<file path="src/rtl/swd_seq_pkg.sv">
// Shared types and constants for the SWD special-sequence generator.
// Includes the JTAG-to-SWD bit-pattern helper used when SWD_SEQ_J2S_EN is defined.
package swd_seq_pkg;

  typedef enum logic [1:0] {
    OP_LINE_RESET  = 2'd0,
    OP_IDLE_ZERO   = 2'd1,
    OP_JTAG_TO_SWD = 2'd2,
    OP_RAW         = 2'd3
  } swd_seq_op_t;

  typedef enum logic {
    ST_IDLE = 1'b0,
    ST_RUN  = 1'b1
  } swd_seq_state_t;

  localparam logic [15:0] SWD_J2S_KEY  = 16'hE79E;
  localparam logic [7:0]  SWD_J2S_PRE  = 8'd56;
  localparam logic [7:0]  SWD_J2S_POST = 8'd56;
  localparam logic [7:0]  SWD_J2S_IDLE = 8'd2;
  localparam logic [7:0]  SWD_J2S_LEN  = 8'd130;
  localparam logic [7:0]  SWD_RAW_MAX  = 8'd32;

  // Bit idx (0-based, in transmit order) of the 130-bit JTAG-to-SWD sequence.
  function automatic logic swd_j2s_bit(input logic [7:0] idx);
    logic [7:0] k;
    k = idx - SWD_J2S_PRE;
    if (idx < SWD_J2S_PRE) return 1'b1;
    if (idx < SWD_J2S_PRE + 8'd16) return SWD_J2S_KEY[k[3:0]];
    if (idx < SWD_J2S_PRE + 8'd16 + SWD_J2S_POST) return 1'b1;
    if (idx < SWD_J2S_LEN) return 1'b0;
    return 1'b0;
  endfunction

endpackage

</file>
<file path="src/rtl/swd_clk_phase.sv">
// Bit-phase timer: each SWD bit is CLK_DIV low cycles then CLK_DIV high cycles.
// Strobes decode the counter combinationally; the counter is held at zero while en is low.
module swd_clk_phase #(
  parameter int CLK_DIV = 1
) (
  input  logic sck,
  input  logic rst,
  input  logic en,
  output logic bit_start,
  output logic rise,
  output logic bit_end
);

  localparam int            CW   = $clog2(2 * CLK_DIV);
  localparam logic [CW-1:0] HALF = CW'(CLK_DIV);
  localparam logic [CW-1:0] LAST = CW'(2 * CLK_DIV - 1);

  logic [CW-1:0] cnt_q, cnt_d;

  always_comb begin
    cnt_d = '0;
    if (en && (cnt_q != LAST)) cnt_d = cnt_q + CW'(1);
  end

  always_ff @(posedge sck or posedge rst) begin
    if (rst) cnt_q <= '0;
    else     cnt_q <= cnt_d;
  end

  assign bit_start = en && (cnt_q == '0);
  assign rise      = en && (cnt_q == HALF);
  assign bit_end   = en && (cnt_q == LAST);

endmodule

</file>
<file path="src/rtl/swd_seq_gen.sv">
// SWD special-sequence generator (line reset, idle zeros, JTAG-to-SWD, raw bits); outputs registered,
// first bit one cycle after accept; cmd_ready low while running. SWD_SEQ_J2S_EN builds the JTAG-to-SWD pattern.
module swd_seq_gen
  import swd_seq_pkg::*;
#(
  parameter int CLK_DIV = 1,
  parameter int LR_MIN  = 50
) (
  input  logic        sck,
  input  logic        rst,
  input  logic        cmd_valid,
  output logic        cmd_ready,
  input  logic [1:0]  cmd_op,
  input  logic [7:0]  cmd_len,
  input  logic [31:0] raw_data,
  input  logic        abort,
  output logic        swclk,
  output logic        swdio_out,
  output logic        swdio_oe,
  output logic        done,
  output logic        err
);

  localparam logic [7:0] LR_MIN_L = 8'(LR_MIN);

  swd_seq_state_t state_q, state_d;
  swd_seq_op_t    op_q, op_d;
  logic [7:0]     left_q, left_d;
  logic [31:0]    data_q, data_d;
  logic           swclk_q, swclk_d;
  logic           sdo_q, sdo_d;
  logic           oe_q, oe_d;
  logic           done_q, done_d;
  logic           err_q, err_d;

  logic [7:0] len_eff;
  logic       cur_bit;
  logic       run;
  logic       bit_start, rise, bit_end;

  assign run = (state_q == ST_RUN);

  swd_clk_phase #(.CLK_DIV(CLK_DIV)) u_clk_phase (
    .sck       (sck),
    .rst       (rst),
    .en        (run),
    .bit_start (bit_start),
    .rise      (rise),
    .bit_end   (bit_end)
  );

  always_comb begin : len_calc
    len_eff = cmd_len;
    case (swd_seq_op_t'(cmd_op))
      OP_LINE_RESET:  len_eff = (cmd_len < LR_MIN_L) ? LR_MIN_L : cmd_len;
      OP_IDLE_ZERO:   len_eff = cmd_len;
      OP_JTAG_TO_SWD: begin
`ifdef SWD_SEQ_J2S_EN
        len_eff = SWD_J2S_LEN;
`else
        len_eff = '0;
`endif
      end
      OP_RAW:         len_eff = ((cmd_len == '0) || (cmd_len > SWD_RAW_MAX)) ? SWD_RAW_MAX : cmd_len;
    endcase
  end

  // left_q counts bits still to send, so the J2S index is LEN - left_q.
  always_comb begin : bit_sel
    cur_bit = 1'b0;
    case (op_q)
      OP_LINE_RESET:  cur_bit = 1'b1;
      OP_IDLE_ZERO:   cur_bit = 1'b0;
      OP_JTAG_TO_SWD: begin
`ifdef SWD_SEQ_J2S_EN
        cur_bit = swd_j2s_bit(SWD_J2S_LEN - left_q);
`else
        cur_bit = 1'b0;
`endif
      end
      OP_RAW:         cur_bit = data_q[0];
    endcase
  end

  always_comb begin : fsm
    state_d = state_q;
    op_d    = op_q;
    left_d  = left_q;
    data_d  = data_q;
    swclk_d = swclk_q;
    sdo_d   = sdo_q;
    oe_d    = oe_q;
    done_d  = 1'b0;
    err_d   = 1'b0;
    case (state_q)
      ST_IDLE: begin
        swclk_d = 1'b0;
        oe_d    = 1'b0;
        if (cmd_valid) begin
          state_d = ST_RUN;
          op_d    = swd_seq_op_t'(cmd_op);
          left_d  = len_eff;
          data_d  = raw_data;
        end
      end
      ST_RUN: begin
        if (abort) begin
          state_d = ST_IDLE;
          swclk_d = 1'b0;
          oe_d    = 1'b0;
        end
`ifndef SWD_SEQ_J2S_EN
        else if (op_q == OP_JTAG_TO_SWD) begin
          state_d = ST_IDLE;
          err_d   = 1'b1;
        end
`endif
        else if (bit_start) begin
          // A bit slot with nothing left to send closes the sequence.
          if (left_q == '0) begin
            state_d = ST_IDLE;
            done_d  = 1'b1;
            swclk_d = 1'b0;
            oe_d    = 1'b0;
          end else begin
            swclk_d = 1'b0;
            oe_d    = 1'b1;
            sdo_d   = cur_bit;
          end
        end else if (rise) begin
          swclk_d = 1'b1;
        end
        if (bit_end) begin
          left_d = left_q - 8'd1;
          data_d = {1'b0, data_q[31:1]};
        end
      end
    endcase
  end

  always_ff @(posedge sck or posedge rst) begin
    if (rst) begin
      state_q <= ST_IDLE;
      op_q    <= OP_LINE_RESET;
      left_q  <= '0;
      data_q  <= '0;
      swclk_q <= 1'b0;
      sdo_q   <= 1'b0;
      oe_q    <= 1'b0;
      done_q  <= 1'b0;
      err_q   <= 1'b0;
    end else begin
      state_q <= state_d;
      op_q    <= op_d;
      left_q  <= left_d;
      data_q  <= data_d;
      swclk_q <= swclk_d;
      sdo_q   <= sdo_d;
      oe_q    <= oe_d;
      done_q  <= done_d;
      err_q   <= err_d;
    end
  end

  assign cmd_ready = (state_q == ST_IDLE);
  assign swclk     = swclk_q;
  assign swdio_out = sdo_q;
  assign swdio_oe  = oe_q;
  assign done      = done_q;
  assign err       = err_q;

endmodule

</file>
<file path="config.mk">
export PLATFORM = sky130hd
export DESIGN_NAME = swd_seq_gen
export DESIGN_NICKNAME = d
export VERILOG_FILES = /design/src/rtl/swd_seq_pkg.sv /design/src/rtl/swd_clk_phase.sv /design/src/rtl/swd_seq_gen.sv
export SDC_FILE = /design/constraint.sdc
export NUM_CORES = 1
export LEC_CHECK = 0
export ABC_AREA = 1
export BUFFER_PORTS_ARGS = -buffer_cell sky130_fd_sc_hd__clkbuf_2
export CAP_MARGIN = 10
export CORE_UTILIZATION = 40
export CTS_CLUSTER_SIZE = 30
export DETAILED_ROUTE_END_ITERATION = 12
export GPL_TIMING_DRIVEN = 0
export HOLD_SLACK_MARGIN = 0.12
export MAX_ROUTING_LAYER = met4
export PLACE_DENSITY_LB_ADDON = 0.3
export SYNTH_ARGS = -nofsm -noshare
export SYNTH_HDL_FRONTEND = slang
export SYNTH_SLANG_ARGS = --single-unit
</file>
<file path="constraint.sdc">
create_clock -name sck -period 2 [get_ports sck]
set_input_delay 0.4 -clock sck [delete_from_list [all_inputs] [get_ports sck]]
set_output_delay 0.4 -clock sck [all_outputs]
set_load 0.01 [all_outputs]
</file>
==> results of run 1 <==
==> state kept, by name, summed over array words and instances, names as in the netlist <==
| signal | count |
|---|---|
| swdio_oe | 1 |
| op_q | 2 |
| swdio_out | 1 |
| run | 1 |
| err | 1 |
| data_q | 32 |
| u_clk_phase.cnt_q | 1 |
| done | 1 |
| swclk | 1 |
| left_q | 8 |
==> layout make-up <==
type | count | area, um2 | area share, %
Timing Repair Buffer | 52 | 275 | 9.02
Buffer | 16 | 110 | 3.61
Sequential cell | 49 | 1230 | 40.2
Multi-Input combinational cell | 233 | 1180 | 38.6
Clock buffer | 6 | 72.6 | 2.38
Inverter | 20 | 78.8 | 2.58
Clock inverter | 2 | 15.0 | 0.492
Tap cell | 75 | 93.8 | 3.08
==> report_power, final <==
| part | switching, mW | total [mW] | internal, mW |
|---|---|---|---|
| clock network | 0.329 | 0.576 | 0.247 |
| logic | 0.879 | 1.46 | 0.585 |
| registers | 0.259 | 1.68 | 1.43 |
==> cell usage after synthesis (3+ instances only) <==
cell type and number:
nand2_1 85, buf_2 7, a31oi_1 33, dfrtp_1 49, inv_1 15, nand4_1 6
nand3_1 12, nor3_1 3, a21oi_1 8, nor2_1 51, o21ai_0 10, buf_6 5
inv_2 3, clkbuf_1 3
==> critical path, cell delays in order (launching register included) <==
cell and delay (ns):
dfrtp_1 0.37, buf_4 0.16, inv_4 0.12, buf_2 0.23, clkbuf_2 0.16
==> path summary, 6_finish.rpt <==
check	startpoint	endpoint	slack (ns)
max in group asynchronous	rst	left_q[6]$_DFFE_PP0P_	1.35
setup / recovery	run$_DFF_PP0_	cmd_ready	0.26
hold reg to reg	data_q[31]$_DFFE_PP0P_	data_q[31]$_DFFE_PP0P_	0.48
hold / removal	rst	data_q[16]$_DFFE_PP0P_	0.11
min in group sck	raw_data[14]	data_q[14]$_DFFE_PP0P_	0.32
setup reg to reg	left_q[0]$_DFFE_PP0P_	left_q[6]$_DFFE_PP0P_	0.60
==> logic make-up after synthesis <==
family | synth area share [%]
AND/OR/NAND/NOR | 29.2
XOR/XNOR | 1.01
buffers and inverters | 7.28
AO/OA/AOI/OAI | 13.8
flip-flops | 47.3
multiplexers | 0.434
adder cells (fa/ha/maj) | 0.965
==> metrics by stage <==
stage	worst slack, ns	TNS [ns]	std cells
finish	0.259	0	453
global route	0.164	0	453
CTS	0.227	0	453
detailed placement	0.570	0	445
global placement	-0.236	-11.47	444
floorplan	0.427	0	318
==> routing by layer <==
| layer | track usage [%] | vias to the layer above | share of wire, % |
|---|---|---|---|
| met5 | - | - | 0 |
| met4 | 5.52 | 0 | 0.68 |
| met3 | 3.41 | 2 | 3.6 |
| met2 | 28.4 | 48 | 47 |
| met1 | 26.4 | 1057 | 49 |
| li1 | - | 1177 | - |
==> flow_summary.json, run 1 <==
{
  "hold_class": "in -> async",
  "peakVddDrop_mv": 0.442,
  "grt_max_degree": 28,
  "ys_async_sr_fraction_pct": 100,
  "fp.dieArea_um2": 6810,
  "io_buffers": 51,
  "antennaDiodeCount": 0,
  "rsz0062_at_grt": "false",
  "hpwl_um": 4230,
  "synth_top_area_share_pct": 47.3,
  "first_iter_violations": 97,
  "synthTopCellsByArea": "dfrtp_1 47%, nand2_1 12%, a31oi_1 8.0%",
  "finalCriticalPeriod_ns": 1.74,
  "first_global_vias": 2050,
  "cp_max_fo": 10,
  "worstSetupStartpointType": "register",
  "clock-sinks": 49,
  "layout.cells.most_common_list": "85 x nand2_1, 51 x nor2_1, 51 x clkbuf_2",
  "synth_nets": 366,
  "drive_gt1_share_pct": 24.3,
  "worstSkewPairLatency_ns": 0.30,
  "p_per_area_nw_per_um2": 1220,
  "cp.required_ns": 1.60,
  "worstSetupPathType": "reg -> out",
  "ctsHoldBuffers": 0,
  "yosys.area.top_type": "dfrtp_1",
  "clk_pin_slew_ns": 0.09,
  "maxCapViolations": 0,
  "viasPerCell": 5.04,
  "synth-edff-count": 0,
  "io_pins": 52,
  "gp_congestion": 0.876,
  "cts_resized": 0,
  "fill_cells": 635,
  "final_core_util_pct": 50.0,
  "antenna_left": 0,
  "ys_seq_elements": 49,
  "postSynthCellCount": 318,
  "overflow": 0,
  "slew_headroom_pct": 64.5,
  "yosys_most_used_dff": "dfrtp_1",
  "crit_path_end_kind": "primary output",
  "finalHoldViolCount": 0,
  "dpl_cell_area_um2": 2960,
  "clock_skew_ns": 0.00926,
  "fmax_ghz": 0.574,
  "die_h_um": 82.5,
  "drc": 0,
  "rows": 28,
  "cts_root_buffer": "clkbuf_8",
  "wirelength_um": 5770,
  "mappedNetlistArea_um2": 2590,
  "outcome": "complete, no violations",
  "worst_slew_pin_slew_ns": 0.532,
  "p_leak_nw": 1.45,
  "grt_pass1_wl_um": 9560,
  "antenna_found_initial": 0,
  "dieWidth_um": 82.5,
  "holdWs_ns": 0.108,
  "cts_tree": "built",
  "power_mw": 3.72,
  "wl_per_cell_um": 12.7,
  "final_nets": 425,
  "cts_setup_buffers": 0,
  "ctsHtreeMaxLevel": 2,
  "area_delta_synth_final_pct": 17.6,
  "seq_area_frac_synth_pct": 47.3,
  "period_share_pct": 87.1,
  "postSynthAreaPerCell_um2": 8.16,
  "layout_commonest_cell": "nand2_1",
  "r2r_cells": 6,
  "final_cell_area_um2": 3050,
  "initial_core_util_pct": 42.5,
  "grt.total_usage_pct": 19.0,
  "yosys_warnings": 0,
  "first_pass_iters": 4,
  "core_region_area_um2": 6100,
  "final_max_slew_viol_count": 0,
  "cts_max_path_buffers": 2,
  "crit_arrival_ns": 1.34,
  "cts_buffers": 5,
  "setup_viol": 0,
  "vias": 2284,
  "synthDistinctLibCells": 35
}
Note: power is estimated with default switching activity, not from simulation.
==> run 2, diff against run 1 <==
Settings changed: PLACE_DENSITY_LB_ADDON 0.3 to not set.
==> run 2 against run 1 <==
Critical path depth unchanged; cell count up 0.22%; non-clock buffer count up 1; clock skew down 0.00099 ns; total power up 1.5%; die area unchanged; sequential power about the same; clock power up 9.5%; count of clock-buffer cells in the layout unchanged.
==> flow_summary.json, run 2 (synthesized netlist as in run 1, its figures left out) <==
{
  "layout_commonest_cell": "nand2_1",
  "max_stage_delay_ns": 0.37,
  "ctsHtreeMaxLevel": 2,
  "clock_skew_ns": 0.00827,
  "grt_max_degree": 37,
  "finalHoldViolCount": 0,
  "area_delta_synth_final_pct": 18.3,
  "viasPerCell": 5.12,
  "io_pins": 52,
  "cts_root_buffer": "clkbuf_8",
  "holdWs_ns": 0.309,
  "period_share_pct": 88.5,
  "crit_chain": "buf_4 -> inv_4 -> buf_2 -> clkbuf_2",
  "die_h_um": 82.5,
  "worst_slew_pin_slew_ns": 0.473,
  "antenna_left": 0,
  "core_region_area_um2": 6100,
  "final_max_slew_viol_count": 0,
  "grt.total_usage_pct": 19.7,
  "timing.critical_path.slowest_stage_cell": "dfrtp_1",
  "overflow": 0,
  "antenna_found_initial": 0,
  "io_buffers": 51,
  "cts_buffers": 5,
  "first_pass_iters": 4,
  "dieWidth_um": 82.5,
  "reg_top3": "data_q (32), left_q (8), op_q (2)",
  "largest_reg_flops": 32,
  "vias": 2326,
  "largest-register": "data_q",
  "gp_congestion": 0.852,
  "rsz0062_at_grt": "false",
  "fp.dieArea_um2": 6810,
  "outcome": "complete, no violations",
  "grt_pass1_wl_um": 9810,
  "rows": 28,
  "drc": 0,
  "initial_core_util_pct": 42.5,
  "finalCriticalPeriod_ns": 1.77,
  "worstSetupPathType": "reg -> out",
  "dp_slack_ns": 0.562,
  "first_iter_violations": 142,
  "wl_per_cell_um": 13.1,
  "crit_path_end_kind": "primary output",
  "setup_viol": 0,
  "ctsHoldBuffers": 1,
  "cp_max_fo": 10,
  "first_global_vias": 2110,
  "slew_headroom_pct": 68.4,
  "peakVddDrop_mv": 0.520,
  "fin_cells": 454,
  "antennaDiodeCount": 0,
  "p_per_area_nw_per_um2": 1230,
  "wirelength_um": 5940,
  "drive_gt1_share_pct": 24.5,
  "crit_arrival_ns": 1.37,
  "cts_setup_buffers": 0,
  "worstSetupStartpointType": "register",
  "clock-sinks": 49,
  "fmax_ghz": 0.565,
  "hold_class": "in -> reg",
  "placed_cells": 445,
  "layout_setup_ws_ns": 0.229,
  "cts_max_path_buffers": 2,
  "cts_resized": 0,
  "finalSetupTns_ns": 0,
  "p_leak_nw": 1.47,
  "final_nets": 426,
  "clk_pin_slew_ns": 0.09,
  "layout.cells.most_common_list": "85 x nand2_1, 51 x nor2_1, 51 x clkbuf_2",
  "hpwl_um": 4240,
  "final_core_util_pct": 50.3,
  "maxCapViolations": 0,
  "cts_tree": "built",
  "worstSkewPairLatency_ns": 0.31,
  "cp.required_ns": 1.60
}
-- run 2: cell type report --
type	count	area (um2)
timing repair buffer	53	285
clock inverter	2	13.8
tap	75	93.8
multi-input combinational	233	1180
inverter	20	78.8
sequential	49	1230
clock buffer	6	82.6
fill	598	3030
buffer	16	110
-- run 2: layer usage --
| metal | wire [um] | global-route usage, % | vias to the layer above | share of wire (%) |
|---|---|---|---|---|
| li1 | - | - | 1179 | - |
| met1 | 2970 | 26.7 | 1098 | 50 |
| met2 | 2700 | 30.3 | 44 | 45 |
| met3 | 205 | 3.63 | 5 | 3.4 |
| met4 | 70 | 5.34 | 0 | 1.2 |
| met5 | 0 | - | - | 0 |
-- run 2: worst paths after layout --
path	slack (ns)	endpoint	cells past startpoint	from
hold reg to reg	0.49	data_q[31]$_DFFE_PP0P_	2	data_q[31]$_DFFE_PP0P_
hold / removal	0.31	data_q[31]$_DFFE_PP0P_	3	raw_data[31]
min in group asynchronous	0.57	data_q[20]$_DFFE_PP0P_	3	rst
setup reg to reg	0.61	left_q[4]$_DFFE_PP0P_	6	left_q[0]$_DFFE_PP0P_
setup / recovery	0.23	cmd_ready	4	run$_DFF_PP0_
max in group asynchronous	0.93	left_q[1]$_DFFE_PP0P_	4	rst
-- run 2: report_power, final --
part / switching, mW / internal (mW)
registers: 0.254 / 1.42
clock network: 0.349 / 0.281
logic: 0.885 / 0.587
total: 1.49 / 2.29
-- run 2: worst max-delay path: cells and delay by family (launching register included) --
| kind | cells | cell delay (ns) |
|---|---|---|
| buffers and inverters | 4 | 0.69 |
| DFF | 1 | 0.37 |
-- run 2: through the flow --
stage,power (mW),instance area [um2]
floorplan,2.78,2590
global placement,3.13,2940
detailed placement,3.17,2960
CTS,3.80,3070
global route,4.12,3070
finish,3.78,3070
==> run 3, diff against run 2 <==
Clock period 2 ns to 1.8 ns, I/O delays scaled along.
==> run 3 against run 2 <==
Cell area is 0.16% lower; global-route usage stayed put; core utilization is 0.082 points lower; clock power is 10% higher; cell count is 0.22% lower; largest cell class unchanged.
==> flow_summary.json, run 3 (synthesized netlist as in run 1, its figures left out) <==
{
  "outcome": "complete, no violations",
  "core_region_area_um2": 6100,
  "layout.cells.most_common_list": "85 x nand2_1, 51 x nor2_1, 51 x clkbuf_2",
  "cts_tree": "built",
  "vias": 2333,
  "worstSkewPairLatency_ns": 0.31,
  "min_from": "raw_data[31]",
  "p_leak_nw": 1.46,
  "worst_slew_pin_slew_ns": 0.487,
  "cts_root_buffer": "clkbuf_8",
  "fp.dieArea_um2": 6810,
  "min_path_cells": 3,
  "worstSetupStartpointType": "register",
  "rsz0062_at_grt": "false",
  "area_delta_synth_final_pct": 18.1,
  "first_pass_iters": 4,
  "clock_skew_ns": 0.00748,
  "finalSetupTns_ns": 0,
  "r2r_cells": 6,
  "initial_core_util_pct": 42.5,
  "maxCapViolations": 0,
  "slew_headroom_pct": 67.5,
  "antennaDiodeCount": 0,
  "die_h_um": 82.5,
  "io_buffers": 51,
  "crit_path_end_kind": "primary output",
  "period_share_pct": 85.9,
  "wl_per_cell_um": 13.0,
  "ctsHtreeMaxLevel": 2,
  "hpwl_um": 4240,
  "fill_cells": 599,
  "viasPerCell": 5.15,
  "final_nets": 425,
  "first_iter_violations": 151,
  "hold_class": "in -> reg",
  "first_global_vias": 2110,
  "reg2reg_setup_slack_ns": 0.40,
  "rows": 28,
  "final_core_util_pct": 50.3,
  "dieWidth_um": 82.5,
  "antenna_found_initial": 0,
  "grt.total_usage_pct": 19.7,
  "reg_top3": "data_q (32), left_q (8), op_q (2)",
  "crit_arrival_ns": 1.19,
  "setup.worst_path.start": "run$_DFF_PP0_",
  "overflow": 0,
  "setup_viol": 0,
  "cp_max_fo": 15,
  "final_max_slew_viol_count": 0,
  "grt_max_degree": 37,
  "gp_congestion": 0.852,
  "largest-register": "data_q",
  "largest_reg_flops": 32,
  "finalHoldViolCount": 0,
  "finalCriticalPeriod_ns": 1.55,
  "cts_setup_buffers": 0,
  "layout_commonest_cell": "nand2_1",
  "cts_resized": 0,
  "fmax_ghz": 0.647,
  "cts_max_path_buffers": 2,
  "r2r-start": "run$_DFF_PP0_",
  "drive_gt1_share_pct": 24.3,
  "worstSetupPathType": "reg -> out",
  "antenna_left": 0,
  "io_pins": 52,
  "grt_pass1_wl_um": 9810,
  "cp.required_ns": 1.44,
  "drc": 0,
  "clk_pin_slew_ns": 0.09,
  "cts_buffers": 5,
  "p_per_area_nw_per_um2": 1370,
  "clock-sinks": 49,
  "wirelength_um": 5890,
  "peakVddDrop_mv": 0.575
}
## run 3: cell count changes in the layout (fill, tap and decap cells not counted)
cell	previous run	this run
buf_2	7	6
## run 3: worst max-delay path, cell delays in order, from the launching register on
cell      delay, ns
dfrtp_1        0.37
buf_4          0.16
inv_4          0.18
clkbuf_2       0.17
## run 3: cell type report
type / count / area [um2] / area share, %
Buffer: 15 / 105 / 3.43
Clock buffer: 6 / 82.6 / 2.69
Clock inverter: 2 / 13.8 / 0.449
Sequential cell: 49 / 1230 / 40.0
Timing Repair Buffer: 53 / 285 / 9.31
Multi-Input combinational cell: 233 / 1180 / 38.5
Inverter: 20 / 78.8 / 2.57
Tap cell: 75 / 93.8 / 3.06
## run 3: what timing repair did
| action | CTS | global route |
|---|---|---|
| endpoints found under the setup margin | 0 | 1 |
| endpoints found under the hold margin | 13 | 0 |
| hold buffers | 1 | 0 |
## run 3: worst paths after layout
check	endpoint
max in group asynchronous	left_q[1]$_DFFE_PP0P_
worst min-delay path	data_q[31]$_DFFE_PP0P_
min in group asynchronous	data_q[20]$_DFFE_PP0P_
worst max register to register	data_q[6]$_DFFE_PP0P_
worst min register to register	swdio_out$_DFFE_PP0P_
worst max-delay path	cmd_ready
## run 3: per-stage QoR
stage / std cells / hold slack, ns / power, mW / setup WS, ns / area, um2
after floorplan: 318 / 0.442 / 3.09 / 0.267 / 2590
after global placement: 444 / 0.462 / 3.48 / -0.441 / 2940
after detailed placement: 445 / 0.322 / 3.52 / 0.402 / 2960
after CTS: 454 / 0.270 / 4.22 / 0.0687 / 3070
after global routing: 453 / 0.280 / 4.58 / 0.179 / 3060
final: 453 / 0.271 / 4.19 / 0.254 / 3060
## run 3: report_power, final
group / total [mW] / switching, mW / internal (mW)
combinational: 1.63 / 0.983 / 0.648
sequential: 1.87 / 0.283 / 1.58
clock: 0.695 / 0.383 / 0.312
total: 4.19 / 1.65 / 2.54
## run 3: routing by layer
| layer | routed length, um | GRT usage (%) |
|---|---|---|
| met1 | 2940 | 26.7 |
| met2 | 2660 | 30.3 |
| met4 | 65 | 5.34 |
| met3 | 216 | 3.63 |
| met5 | 0 | - |
